==> config.mk <==
export PLATFORM = sky130hd
export DESIGN_NAME = seq_detect_prog
export DESIGN_NICKNAME = d
export VERILOG_FILES = /design/src/rtl/seq_detect_prog.sv
export SDC_FILE = /design/constraint.sdc
export NUM_CORES = 1
export LEC_CHECK = 0
export ABC_AREA = 0
export CELL_PAD_IN_SITES_DETAIL_PLACEMENT = 0
export CELL_PAD_IN_SITES_GLOBAL_PLACEMENT = 1
export CORE_MARGIN = 10
export CORE_UTILIZATION = 25
export CTS_CLUSTER_DIAMETER = 40
export CTS_CLUSTER_SIZE = 40
export DETAILED_ROUTE_END_ITERATION = 8
export HOLD_SLACK_MARGIN = 0.15
export MAX_ROUTING_LAYER = met4
export PLACE_DENSITY = 0.53
export SETUP_SLACK_MARGIN = 0.5
export SYNTH_ARGS = -nofsm -noshare
export SYNTH_HDL_FRONTEND = slang
export SYNTH_SLANG_ARGS = --single-unit
==> constraint.sdc <==
create_clock -name clk -period 6.6 [get_ports clk]
set_input_delay 0.99 -clock clk [delete_from_list [all_inputs] [get_ports clk]]
set_output_delay 0.99 -clock clk [all_outputs]
set_load 0.02 [all_outputs]
==> src/rtl/seq_detect_prog.sv <==
// seq_detect_prog: programmable serial bit-sequence detector with a registered match pulse.
// Optional saturating match counter is enabled by defining SEQ_DETECT_CNT_EN.
`default_nettype none

module seq_detect_prog #(
    parameter int PAT_W = 8,
    parameter int LEN_W = 4,
    parameter int CNT_W = 8
) (
    input  logic             clk,
    input  logic             rst,
    input  logic             cfg_load,
    input  logic [PAT_W-1:0] cfg_pat,
    input  logic [LEN_W-1:0] cfg_len,
    input  logic             cfg_ovl,
    input  logic             x,
    input  logic             x_valid,
    output logic             z,
    output logic             armed,
    output logic             cfg_err,
    output logic [CNT_W-1:0] match_cnt
);

    localparam logic [LEN_W-1:0] c_LEN_MAX = LEN_W'(PAT_W);

    typedef enum logic [0:0] {
        ST_UNCFG = 1'b0,
        ST_RUN   = 1'b1
    } state_t;

    state_t r_state;
    state_t w_state_nxt;

    logic [PAT_W-1:0] r_pat;
    logic [LEN_W-1:0] r_len;
    logic             r_ovl;
    logic [PAT_W-1:0] r_hist;
    logic [LEN_W-1:0] r_fill;
    logic             r_z;
    logic             r_cfg_err;

    logic             w_cfg_ok;
    logic             w_accept;
    logic [PAT_W-1:0] w_hist_nxt;
    logic [LEN_W-1:0] w_fill_inc;
    logic [PAT_W-1:0] w_mask;
    logic             w_match;

    always_ff @(posedge clk) begin
        if (rst) begin
            r_state <= ST_UNCFG;
        end else begin
            r_state <= w_state_nxt;
        end
    end

    // A configuration load takes priority over any bit presented in the same cycle.
    always_comb begin
        w_state_nxt = r_state;
        w_cfg_ok    = (cfg_len != '0) && (cfg_len <= c_LEN_MAX);
        w_accept    = 1'b0;
        w_hist_nxt  = {r_hist[PAT_W-2:0], x};
        w_fill_inc  = (r_fill >= c_LEN_MAX) ? r_fill : r_fill + LEN_W'(1);
        w_mask      = '0;
        w_match     = 1'b0;

        if (cfg_load) begin
            w_state_nxt = w_cfg_ok ? ST_RUN : ST_UNCFG;
        end

        for (int i = 0; i < PAT_W; i++) begin
            w_mask[i] = (i < int'(r_len));
        end

        w_accept = (r_state == ST_RUN) && x_valid && !cfg_load;
        w_match  = w_accept && (w_fill_inc >= r_len)
                   && (((w_hist_nxt ^ r_pat) & w_mask) == '0);
    end

    always_ff @(posedge clk) begin
        if (rst) begin
            r_pat     <= '0;
            r_len     <= '0;
            r_ovl     <= 1'b0;
            r_hist    <= '0;
            r_fill    <= '0;
            r_z       <= 1'b0;
            r_cfg_err <= 1'b0;
        end else if (cfg_load) begin
            r_pat     <= cfg_pat;
            r_len     <= cfg_len;
            r_ovl     <= cfg_ovl;
            r_hist    <= '0;
            r_fill    <= '0;
            r_z       <= 1'b0;
            r_cfg_err <= !w_cfg_ok;
        end else begin
            r_z <= w_match;
            if (w_accept) begin
                r_hist <= w_hist_nxt;
                // Non-overlap mode restarts the fill so the next match needs fresh bits.
                r_fill <= (w_match && !r_ovl) ? '0 : w_fill_inc;
            end
        end
    end

    assign z       = r_z;
    assign armed   = (r_state == ST_RUN);
    assign cfg_err = r_cfg_err;

`ifdef SEQ_DETECT_CNT_EN
    logic [CNT_W-1:0] r_cnt;

    always_ff @(posedge clk) begin
        if (rst || cfg_load) begin
            r_cnt <= '0;
        end else if (r_z && (r_cnt != '1)) begin
            r_cnt <= r_cnt + CNT_W'(1);
        end
    end

    assign match_cnt = r_cnt;
`else
    assign match_cnt = '0;
`endif

endmodule

`default_nettype wire

==> flow_metrics.env <==
export IMPL_seqPwrFrac_pct=55.7
export IMPL_ctsRootBufferMaster="clkbuf_8"
export IMPL_diodes=0
export IMPL_synth_mux_area_share_pct=11.1
export IMPL_preCtsSetupSlack_ps=3700
export IMPL_ys_types=33
export IMPL_hold_path_class="reg -> reg"
export IMPL_start_util_pct=26.3
export IMPL_clockBufferDepth=2
export IMPL_synth_adder_area_share_pct=5.49
export IMPL_post_cts_resized=0
export IMPL_fin_crit_sh_pct=39.7
export IMPL_leakagePower_nw=0.672
export IMPL_syn2layout_area_growth_pct=20.6
export IMPL_grt_overflow=0
export IMPL_slowest_stage="nand3b_1"
export IMPL_swShare_pct=25.0
export IMPL_synth_compound_area_share_pct=10.9
export IMPL_worst_setup_path_end_kind="register"
export IMPL_setup_tns_ps=0
export IMPL_grt_pass1_wl_mm=5.00
export IMPL_die_w_um=94.0
export IMPL_drt_vias_per_instance=4.25
export IMPL_slowest_delay_ps=490
export IMPL_yosysWarnings=0
export IMPL_combPwrFrac_pct=15.0
export IMPL_cts_sinks=27
export IMPL_yosys_register_bits=27
export IMPL_synth_area_um2=1370
export IMPL_fin_crit_ps=2620
export IMPL_worstMarginPinSlew_ps=565
export IMPL_final_hold_violation_count=0
export IMPL_synth_top_family_by_area="simple AND/OR/NAND/NOR gates"
export IMPL_htree_levels=1
export IMPL_setup_ws_ps=3980
export IMPL_worstPathCellList="clkdlybuf4s50_1 > buf_4 > nand3b_1 > nor2_1 > nand3_1 > nor3_4 > a2111oi_1"
export IMPL_dp_cells=236
export IMPL_synthSimpleGateAreaFrac_pct=16.6
export IMPL_nNetsFinal=195
export IMPL_grt_antenna_before_repair=0
export IMPL_coreArea_um2=5200
export IMPL_final_antenna_net_count=0
export IMPL_wl_mm=3.09
export IMPL_globalRouteMet1Util_pct=8.89
export IMPL_cp_arrival_ps=2750
export IMPL_fin_util_pct=31.7
export IMPL_layout_cells_non_filler=240
export IMPL_layout_common_cells="27 x dfxtp_1, 20 x nor2_1, 20 x clkdlybuf4s50_1"
export IMPL_start_kind="primary input"
export IMPL_dr_pass1_iters=4
export IMPL_postCtsSetupBuffers=0
export IMPL_path_class="in -> reg"
export IMPL_p_per_area_nw_per_um2=190
export IMPL_layout_commonest_cell="dfxtp_1"
export IMPL_clk_pin_slew_ps=80
export IMPL_drc=0
export IMPL_syn_inst=152
export IMPL_peakVddDrop_mv=0.0924
export IMPL_met3_usage_pct=2.32
export IMPL_slew_limit_headroom_pct=62.2
export IMPL_gp_congestion=0.735
export IMPL_grt_use_total_pct=7.35
export IMPL_synth_xor_area_share_pct=8.33
export IMPL_critical_path_peak_fanout=19
export IMPL_drtIter0Drc=59
export IMPL_slew_violations=0
export IMPL_wire_per_inst_um=12.9
export IMPL_grt_start_max_net_pins=20
export IMPL_holdBufCountCts=0
export IMPL_fin_skew_ps=4.78
export IMPL_seq_area_frac_synth_pct=39.5
export IMPL_die_area_um2=8830
export IMPL_maxCapViolations=0
export IMPL_die_h_um=94.0
export IMPL_grtUsageMet2_pct=11.7
export IMPL_vias=1021
export IMPL_power_frac_clock_pct=29.3
export IMPL_status="finished, final reports clean"
export IMPL_place_hpwl_mm=2.47
export IMPL_switching_power_w=0.0000783
export IMPL_rows=26
export IMPL_grt_pass1_vias=1037
export IMPL_setup_viol=0
export IMPL_cts_tree="yes"
export IMPL_io_pin_count=29
export IMPL_max_clock_freq_mhz=381
export IMPL_power_internal_w=0.000235
export IMPL_drive_above_1_share_pct=5.88
export IMPL_critical_path_required_ps=6730
export IMPL_rsz0062_at_grt="no"
export IMPL_top_usage_layer="met2"
export IMPL_portBuffers=20
export IMPL_clock_latency_ps=270
export IMPL_syn_area_per_cell_um2=9.00
export IMPL_cts_buffers=3
## final cells by class
cell class	count	area, um2
Timing Repair Buffer	21	208
Sequential cell	27	541
Tap cell	70	87.6
Clock buffer	4	45.0
Fill cell	567	3560
Inverter	6	22.5
Multi-Input combinational cell	112	746
## cell families after synthesis
group / count (synthesis)
adders and majority gates: 6
other: 1
xor gates and xnor gates: 13
and+or+nand+nor: 49
muxes: 15
DFF: 27
buffers and inverters: 20
AOI/OAI and AO/OA: 21
## state kept, by name, summed over array words and instances, names as in the netlist
| signal | count |
|---|---|
| armed | 1 |
| cfg_err | 1 |
| r_fill | 4 |
| r_hist | 7 |
| z | 1 |
| r_len | 4 |
| r_ovl | 1 |
| r_pat | 8 |
## Yosys cell counts
cell type,instances,area share [%]
mux2i_1,14,10
o21a_1,1,0.55
a21o_1,1,0.55
nand3b_1,1,0.55
a22oi_2,1,0.91
a31o_2,1,0.64
nand3_1,2,0.73
a21oi_1,7,2.6
nor3_1,7,2.6
buf_4,8,4.4
inv_1,6,1.6
o41ai_1,1,0.64
o21ai_0,4,1.5
nand2b_1,1,0.46
clkbuf_1,4,1.1
xnor2_1,5,3.2
and3b_1,1,0.64
buf_2,2,0.73
nand2_1,14,3.8
or3b_1,1,0.64
xor2_1,8,5.1
dfxtp_1,27,40
nor3_4,1,1.2
o22ai_1,1,0.46
a2111oi_1,1,0.73
conb_1,1,0.27
a221oi_2,1,1.1
or2_2,1,0.46
nor2_1,20,5.5
a211oi_1,1,0.55
mux2_2,1,0.82
ha_1,6,5.5
a221o_1,1,0.73
## worst max-delay path, delay by kind of cell
family / cells / cell delay, ps
compound gates: 1 / 70
buf+inv: 2 / 620
simple gates: 4 / 1060
## worst paths after layout
check,cells past startpoint,slack (ps),to,start
worst max register to register,8,4360,r_fill[1]$_SDFFE_PP0P_,r_fill[0]$_SDFFE_PP0P_
worst min register to register,2,490,r_hist[6]$_SDFFE_PP0P_,r_hist[6]$_SDFFE_PP0P_
worst max-delay path,7,3980,r_fill[1]$_SDFFE_PP0P_,cfg_load
worst min-delay path,2,490,r_hist[6]$_SDFFE_PP0P_,r_hist[6]$_SDFFE_PP0P_
## routing by layer
metal | wire length, um | vias up
met5 | 0 | -
met4 | 18 | 0
met3 | 166 | 2
met2 | 1370 | 22
met1 | 1530 | 462
li1 | - | 535
## through the flow
stage	hold slack, ps	power [W]	cell area, um2
after global routing	510	0.000329	1650
after detailed placement	483	0.000226	1600
after global placement	479	0.000226	1600
final	491	0.000313	1650
after floorplan	448	0.000210	1390
after CTS	500	0.000320	1650
## power groups by stage
stage	sequential [W]	clock, W	combinational, W
5_1_grt	0.000176	0.000102	0.0000519
3_3_place_gp	0.000179	0	0.0000472
2_1_floorplan	0.000178	0	0.0000326
4_1_cts	0.000175	0.0000981	0.0000474
3_5_place_dp	0.000179	0	0.0000472
6_report	0.000175	0.0000919	0.0000471
Power figures use the tool's default switching activity.
